## src/rtl/game_timer_bcd.sv

```systemverilog
// Multi-digit BCD game timer: prescaled tick, count down to 0 or up to a limit.
// Optional TIMER_WARN_EN adds a registered low-time Warning output in down mode.
module game_timer_bcd #(
    parameter int unsigned CLOCK_FREQUENCY = 50000000,
    parameter int unsigned DIGITS          = 2,
    parameter int unsigned WARN_SECONDS    = 10
) (
    input  logic                  ClockIn,
    input  logic                  Reset,
    input  logic                  Load,
    input  logic [4*DIGITS-1:0]   LoadValue,
    input  logic                  Down,
    input  logic                  Start,
    input  logic                  Pause,
    input  logic [1:0]            Speed,
    output logic [4*DIGITS-1:0]   BcdDigits,
    output logic                  Running,
    output logic                  Expired,
    output logic                  Done,
    output logic                  Warning
);

    localparam int unsigned VW = 4 * DIGITS;
    localparam int unsigned PW = $clog2(CLOCK_FREQUENCY);

    typedef enum logic [1:0] {S_IDLE, S_RUN, S_PAUSE, S_DONE} state_t;

    state_t         r_state, w_state_nxt;
    logic [VW-1:0]  r_value, w_value_nxt;
    logic [VW-1:0]  r_limit, w_limit_nxt;
    logic           r_down, w_down_nxt;
    logic [PW-1:0]  r_presc, w_presc_nxt;
    logic           r_expired, w_expired_nxt;
    logic           r_running, r_done;
    logic [PW-1:0]  w_reload;
    logic [VW-1:0]  w_step;

    // Force any non-decimal digit to 9
    function automatic logic [VW-1:0] bcd_clamp(input logic [VW-1:0] v);
        logic [VW-1:0] r;
        r = v;
        for (int unsigned i = 0; i < DIGITS; i++) begin
            if (v[4*i +: 4] > 4'd9) r[4*i +: 4] = 4'd9;
        end
        return r;
    endfunction

    // One BCD increment/decrement with carry/borrow rippling through all digits
    function automatic logic [VW-1:0] bcd_step(input logic [VW-1:0] v, input logic up);
        logic [VW-1:0] r;
        logic          c;
        r = v;
        c = 1'b1;
        for (int unsigned i = 0; i < DIGITS; i++) begin
            if (c) begin
                if (up) begin
                    if (v[4*i +: 4] == 4'd9) r[4*i +: 4] = 4'd0;
                    else begin
                        r[4*i +: 4] = v[4*i +: 4] + 4'd1;
                        c = 1'b0;
                    end
                end else begin
                    if (v[4*i +: 4] == 4'd0) r[4*i +: 4] = 4'd9;
                    else begin
                        r[4*i +: 4] = v[4*i +: 4] - 4'd1;
                        c = 1'b0;
                    end
                end
            end
        end
        return r;
    endfunction

    assign w_reload = PW'((CLOCK_FREQUENCY >> Speed) - 32'd1);
    assign w_step   = bcd_step(r_value, ~r_down);

    always_ff @(posedge ClockIn) begin
        if (Reset) begin
            r_state   <= S_IDLE;
            r_value   <= '0;
            r_limit   <= '0;
            r_down    <= 1'b1;
            r_presc   <= '0;
            r_expired <= 1'b0;
            r_running <= 1'b0;
            r_done    <= 1'b0;
        end else begin
            r_state   <= w_state_nxt;
            r_value   <= w_value_nxt;
            r_limit   <= w_limit_nxt;
            r_down    <= w_down_nxt;
            r_presc   <= w_presc_nxt;
            r_expired <= w_expired_nxt;
            r_running <= (w_state_nxt == S_RUN);
            r_done    <= (w_state_nxt == S_DONE);
        end
    end

    // Command priority Load > Start > Pause > tick
    always_comb begin
        w_state_nxt   = r_state;
        w_value_nxt   = r_value;
        w_limit_nxt   = r_limit;
        w_down_nxt    = r_down;
        w_presc_nxt   = r_presc;
        w_expired_nxt = 1'b0;
        if (Load) begin
            w_down_nxt  = Down;
            w_value_nxt = Down ? bcd_clamp(LoadValue) : '0;
            w_limit_nxt = Down ? '0 : bcd_clamp(LoadValue);
            w_presc_nxt = w_reload;
            w_state_nxt = S_IDLE;
        end else begin
            case (r_state)
                S_IDLE, S_PAUSE: begin
                    if (Start) begin
                        if (r_value == r_limit) begin
                            w_state_nxt   = S_DONE;
                            w_expired_nxt = 1'b1;
                        end else begin
                            w_state_nxt = S_RUN;
                            if (r_state == S_IDLE) w_presc_nxt = w_reload;
                        end
                    end
                end
                S_RUN: begin
                    // The Pause cycle still counts as running; a due tick waits for resume
                    if (Pause) begin
                        w_state_nxt = S_PAUSE;
                        if (r_presc != '0) w_presc_nxt = r_presc - PW'(1);
                    end else if (r_presc == '0) begin
                        w_presc_nxt = w_reload;
                        w_value_nxt = w_step;
                        if (w_step == r_limit) begin
                            w_state_nxt   = S_DONE;
                            w_expired_nxt = 1'b1;
                        end
                    end else begin
                        w_presc_nxt = r_presc - PW'(1);
                    end
                end
                default: ;
            endcase
        end
    end

    assign BcdDigits = r_value;
    assign Running   = r_running;
    assign Expired   = r_expired;
    assign Done      = r_done;

`ifdef TIMER_WARN_EN
    // Threshold as BCD; saturates to all-ones if it exceeds the digit count
    function automatic logic [VW-1:0] to_bcd(input int unsigned n);
        logic [VW-1:0] r;
        int unsigned   rem;
        r   = '0;
        rem = n;
        for (int unsigned i = 0; i < DIGITS; i++) begin
            r[4*i +: 4] = 4'(rem % 10);
            rem         = rem / 10;
        end
        if (rem != 0) r = '1;
        return r;
    endfunction

    localparam logic [VW-1:0] WARN_BCD = to_bcd(WARN_SECONDS);

    logic r_warning;

    always_ff @(posedge ClockIn) begin
        if (Reset) r_warning <= 1'b0;
        else       r_warning <= ((w_state_nxt == S_RUN) || (w_state_nxt == S_PAUSE)) &&
                                w_down_nxt && (w_value_nxt <= WARN_BCD);
    end

    assign Warning = r_warning;
`else
    assign Warning = 1'b0;
`endif

endmodule

```

## config.mk

```make
export PLATFORM = sky130hd
export DESIGN_NAME = game_timer_bcd
export DESIGN_NICKNAME = d
export VERILOG_FILES = /design/src/rtl/game_timer_bcd.sv
export SDC_FILE = /design/constraint.sdc
export NUM_CORES = 1
export LEC_CHECK = 0
export ABC_AREA = 1
export CAP_MARGIN = 30
export CORE_ASPECT_RATIO = 0.5
export CORE_MARGIN = 1
export CORE_UTILIZATION = 30
export DETAILED_ROUTE_END_ITERATION = 10
export REMOVE_ABC_BUFFERS = 1
export SLEW_MARGIN = 20
export SYNTH_ARGS = -nofsm -noshare
export SYNTH_HDL_FRONTEND = slang
export SYNTH_SLANG_ARGS = --single-unit
```

## constraint.sdc

```tcl
create_clock -name ClockIn -period 4.2 [get_ports ClockIn]
set_clock_uncertainty 0.05 [all_clocks]
set_input_delay 0.42 -clock ClockIn [delete_from_list [all_inputs] [get_ports ClockIn]]
set_output_delay 0.42 -clock ClockIn [all_outputs]
set_load 0.01 [all_outputs]
```

==> run_results.csv, run 1 <==
group,metric,value,unit
layout,final_cell_mix,"nand2_1, nor2_1, inv_1",
layout,final_common_cell,"nand2_1",
cts,cts_resized,0,
route,first_pass_iters,7,
sta,slew_viol_final,0,
flow_run,drv_cap,0,
min_path,hp-start,"r_presc[0]$_SDFFE_PP0P_",
route,wirelength,10.1,mm
layout,layout-drive-gt1-share,4.90,%
cts,clockRootBuffer,"clkbuf_16",
power,total_power,1.34,mW
power,clockPowerShare,31.6,%
critical_path,crit_path_max_incr_delay,0.86,ns
sta,fin_crit,2.52,ns
critical_path,crit_fanout,22,
min_path,hold_class,"flop to flop",
power,p_leak,1.81,nW
floorplanning,core-area,11400,sq um
sta,setup_viol,0,
critical_path,path_buf_inv,3,
cts,cts_hold_buf,0,
power,intPower,0.866,mW
power,p_switching,0.478,mW
floorplanning,ios,28,
layout,fillCellCount,1267,
grt,grt_max_degree,23,
cts,clock_path_buffers,2,
critical_path,cp_cell_sequence,"clkdlybuf4s50_1, clkinv_1, nand2_4, inv_4, nor2_1, nand2_1, a21oi_1",
critical_path,reg2reg_to,"r_presc[23]$_SDFFE_PP0P_",
critical_path,worstPathArrival,2.70,ns
cts,cts_made_buffers,5,
layout,ff_latch_area,961,sq um
cts,ctsHtreeMaxLevel,2,
floorplanning,fp-row-count,27,
floorplanning,start_util,31.8,%
layout,diodes,0,
synthesis,yosys_warnings,0,
synthesis,ys_ff_latch,48,
route,via_per_inst,4.91,
layout,multi_input_area,2280,sq um
synthesis,syn_avg_cell_area,6.11,sq um
synthesis,synth.yosys.seq_area_share,26.6,%
route,dr_total_vias,3785,
route,wl_per_cell,13.0,um
critical_path,r2r.worst_path.cells,13,
grt,globalRouteOverflowTotal,0,
grt,antenna_found_initial,0,
sta,slew_headroom,57.9,%
sta,fin_crit_sh,60.1,%
critical_path,setup.worst_path.class,"primary input to flop",
cts,cts_tree,"yes",
place,io_buffers,26,
sta,worst_pin_slew,0.630,ns
grt,globalRouteTotalUtil,17.2,%
power,seq_power_share,40.1,%
critical_path,worst-r2r-setup-slack,1.94,ns
sta,rsz0062_at_grt,"no",
synthesis,ys_types,35,
sta,setup_tns,0,ns
min_path,min_to,"r_presc[0]$_SDFFE_PP0P_",
cts,clk_pin_slew,0.06,ns
power,p_sw_share,35.6,%
place,dp_hpwl,7.70,mm
power,ir_drop,135,uV
place,place_ws,1.37,ns
place,place_congestion,0.967,
cts,clk_latency,0.30,ns
route,drtIter0Drc,251,
synthesis,syn_area,3610,sq um
critical_path,endpoint_kind,"flop",
critical_path,cp_slowest_cell,"clkdlybuf4s50_1",
sta,fmax,0.396,GHz
sta,hold_violations,0,
critical_path,r2r_start,"r_presc[0]$_SDFFE_PP0P_",
layout,area_growth_syn_to_layout,14.6,%
synthesis,yosysTopAreaCellShare,26.6,%
critical_path,required,4.38,ns
route,drc,0,
grt,grt_pass1_vias,3482,
min_path,holdPathStages,1,
sta,setup_slack,1.68,ns
power,combPwrFrac,28.3,%
cts,cts_setup_buffers,0,
floorplanning,die_h,79.6,um
layout,fin_area,4140,sq um
critical_path,cp_top_family,"buffers and inverters",
status,status,"completed",
synthesis,syn_inst,591,
synthesis,synth.area.top_cells,"dfxtp_1, nand2_1, nand3_1",
layout,nNetsFinal,635,
grt,grt_pass1_wl,16.9,mm
floorplanning,dieArea,12500,sq um
place,dpl_cell_area,3980,sq um
cts,cts_sinks,48,
critical_path,startpoint_type,"primary input",
power,power_density,325,nW/um^2
floorplanning,dieWidth,157,um
synthesis,yosysTopAreaCell,"dfxtp_1",
route,ant_nets,0,
==> state kept, by name (all words and copies together), names as in the netlist <==
name,cells
r_state,2
Expired,1
Done,1
r_down,1
Running,1
BcdDigits,8
r_presc,26
r_limit,8
==> final cells by class <==
| cell class | instances | share of cell area [%] |
|---|---|---|
| Multi-Input combinational cell | 457 | 55.1 |
| Sequential cell | 48 | 23.2 |
| Timing Repair Buffer | 28 | 6.66 |
| Inverter | 71 | 6.51 |
| Tap cell | 159 | 4.81 |
| Clock buffer | 6 | 3.36 |
| Clock inverter | 2 | 0.363 |
==> cell usage after synthesis (all sizes together) <==
cell    number
nand2      174
nor2        81
inv         68
nand3       55
dfxtp       48
a21oi       38
o21ai       34
o22ai       12
xor2        12
buf         11
nand4       11
xnor2       11
ha           8
nor3         5
clkbuf       4
o211ai       4
clkinv       3
a211oi       2
nand3b       2
o31ai        2
or2          2
a21boi       1
a31oi        1
conb         1
nor3b        1
==> through the flow <==
stage	hold WS [ns]	utilization, %	std cells
detailed placement	0.411	35.1	763
global route	0.432	36.4	771
floorplan	0.377	-	576
finish	0.418	36.4	771
global placement	0.398	35.1	763
CTS	0.419	36.4	771
==> cell families after synthesis <==
logic type	count (synthesis)	share of synthesized area [%]
buffers and inverters	86	10.3
and+or+nand+nor	331	40.5
adders and majority gates	8	2.77
other	1	0.104
AOI/OAI and AO/OA	94	14.1
DFF	48	26.6
xor gates and xnor gates	23	5.58
==> worst max path at each step <==
stage	cells past startpoint	slack, ns	start	endpoint
after detailed placement	7	1.37	Load	r_presc[11]$_SDFFE_PP0P_
after CTS	7	1.69	Load	r_presc[11]$_SDFFE_PP0P_
after global routing	7	1.47	Load	r_presc[14]$_SDFFE_PP0P_
after global placement	7	1.49	Load	r_presc[11]$_SDFFE_PP0P_
final	7	1.68	Load	r_presc[11]$_SDFFE_PP0P_
after floorplan	9	2.30	r_presc[0]$_SDFFE_PP0P_	BcdDigits[7]$_SDFFE_PP0P_
==> power by group through the flow <==
stage | logic, mW | clock network, mW | registers, mW
finish | 0.380 | 0.425 | 0.539
global route | 0.433 | 0.456 | 0.545
CTS | 0.378 | 0.436 | 0.538
detailed placement | 0.376 | 0 | 0.549
global placement | 0.374 | 0 | 0.549
floorplan | 0.267 | 0 | 0.538
==> per-layer routing <==
layer	vias up	wire length, um	part of all wire (%)	track usage [%]
li1	1950	-	-	-
met3	15	497	4.9	2.93
met2	88	4330	43	27.4
met4	0	165	1.6	6.12
met5	-	0	0	0
met1	1732	5060	50	23.5
Power figures use the tool's default switching activity.
==> run 2: changes to the inputs <==
==> constraint.sdc (replaced) <==
create_clock -name ClockIn -period 2.3 [get_ports ClockIn]
set_clock_uncertainty 0.05 [all_clocks]
set_input_delay 0.23 -clock ClockIn [delete_from_list [all_inputs] [get_ports ClockIn]]
set_output_delay 0.23 -clock ClockIn [all_outputs]
set_load 0.01 [all_outputs]
==> run 2 against run 1 <==
Net effect:
- combinational power grew 97%
- worst setup slack got worse by 1.5 ns
- global-route usage grew 0.34 points
- cell area up 4.3%
- hold slack worse by 0.017 ns
- non-clock buffer count is 19 higher
- first-iteration DRC count up 32%
- final cell count grew 2.5%
- wire length grew 4.4%
- flip-flop and latch count stayed put
- critical endpoint is now r_presc[15]$_SDFFE_PP0P_
==> run_results.csv, run 2 (synthesis results as in run 1) <==
group,metric,value,unit
floorplanning,dieWidth,157,um
route,dr_total_vias,3819,
place,dp_hpwl,8.14,mm
cts,cts_hold_buf,0,
power,ir_drop,296,uV
flow_run,drv_cap,0,
min_path,holdPathStages,1,
route,met2WireLength,4.62,mm
grt,globalRouteOverflowTotal,0,
route,ant_nets,0,
place,dpl_cell_area,4120,sq um
layout,area_growth_syn_to_layout,19.4,%
route,wirelength,10.5,mm
place,dp_cells,782,
route,wl_met3,620,um
layout,finalNonFillerCells,790,
layout,fin_util,38.0,%
critical_path,endpoint_kind,"flop",
route,drc,0,
floorplanning,dieArea,12500,sq um
place,io_buffers,26,
layout,layout-drive-gt1-share,8.40,%
critical_path,setup.worst_path.class,"flop to flop",
layout,top_register,"r_presc",
floorplanning,core-area,11400,sq um
sta,fin_hold_ws,0.401,ns
place,place_congestion,0.892,
critical_path,worst-r2r-setup-slack,0.18,ns
layout,largest_reg_flops,26,
grt,grt_pass1_vias,3504,
critical_path,startpoint_type,"flop",
power,total_power,2.60,mW
sta,fmax,0.472,GHz
sta,fin_crit_sh,92.1,%
route,via_per_inst,4.83,
cts,cts_sinks,48,
grt,antenna_found_initial,0,
route,wl_per_cell,13.3,um
floorplanning,die_h,79.6,um
critical_path,worstPathArrival,2.25,ns
cts,cts_resized,0,
sta,setup_tns,0,ns
route,drtIter0Drc,331,
sta,slew_viol_final,0,
layout,final_cell_mix,"nand2_1, nor2_1, inv_1",
route,met1_length,5.19,mm
layout,fillCellCount,1259,
place,place_ws,0.175,ns
floorplanning,ios,28,
cts,clk_pin_slew,0.06,ns
route,first_pass_iters,5,
sta,hold_violations,0,
power,p_leak,1.92,nW
sta,rsz0062_at_grt,"no",
layout,diodes,0,
cts,cts_made_buffers,5,
floorplanning,fp-row-count,27,
critical_path,r2r.worst_path.cells,14,
cts,clk_latency,0.30,ns
sta,setup_slack,0.181,ns
cts,cts_setup_buffers,0,
floorplanning,start_util,31.8,%
cts,clock_path_buffers,2,
critical_path,path_common_cell,"nand2_1",
critical_path,crit_fanout,12,
grt,globalRouteTotalUtil,17.6,%
cts,cts_tree,"yes",
layout,nNetsFinal,654,
power,power_density,603,nW/um^2
critical_path,cp_slowest_cell,"dfxtp_1",
layout,fin_area,4310,sq um
cts,clockRootBuffer,"clkbuf_16",
sta,setup_viol,0,
sta,fin_crit,2.12,ns
critical_path,cp_cell_sequence,"inv_1, ha_1, inv_1, nor2_1, nand2_1, nor2_4, nand4_2, nand2_2, nand2_4, buf_4, nand2_1, nand2_1, nand2_1, a21oi_1",
grt,grt_max_degree,23,
critical_path,required,2.43,ns
route,top_layer_used,"met4",
grt,grt_pass1_wl,17.2,mm
status,status,"completed",
layout,final_common_cell,"nand2_1",
min_path,hold_class,"flop to flop",
critical_path,crit_path_max_incr_delay,0.32,ns
cts,ctsHtreeMaxLevel,2,
[run 2: cell count changes in the layout (fill, tap and decap cells not counted), sizes merged]
cell / delta
clkinvlp: -2
buf: +19
bufinv: +1
clkinv: +1
[run 2: worst max-delay path: cells and delay by family, from the launching register on]
kind            cells  cell delay (ns)
simple gates        9             1.02
fa+ha+maj           1             0.21
buf+inv             3             0.34
compound gates      1             0.06
flops               1             0.32
[run 2: where the power goes]
part           switching (mW)  total [mW]  leakage (nW)  internal (mW)
Sequential             0.0750       0.971         0.398          0.896
Combinational           0.465       0.747          1.44          0.282
Clock                   0.335       0.880        0.0871          0.545
Total                   0.875        2.60          1.92           1.72
[run 2: worst paths after layout]
kind	start	endpoint
hold / removal	r_presc[0]$_SDFFE_PP0P_	r_presc[0]$_SDFFE_PP0P_
hold reg to reg	r_presc[0]$_SDFFE_PP0P_	r_presc[0]$_SDFFE_PP0P_
setup / recovery	r_presc[0]$_SDFFE_PP0P_	r_presc[15]$_SDFFE_PP0P_
setup reg to reg	r_presc[0]$_SDFFE_PP0P_	r_presc[15]$_SDFFE_PP0P_
[run 2: routing by layer]
layer  vias to the layer above  track usage (%)
met5                         -                0
met4                         0             3.11
met3                         7             3.09
met2                        89             29.1
met1                      1740             24.1
li1                       1983                -
[run 2: final cells by class]
cell class	count	area [sq um]	area share, %
Inverter	71	269	6.24
Clock buffer	6	139	3.22
Sequential cell	48	966	22.4
Clock inverter	2	38.8	0.900
Tap cell	159	199	4.61
Multi-Input combinational cell	457	2280	52.9
Timing Repair Buffer	47	418	9.69
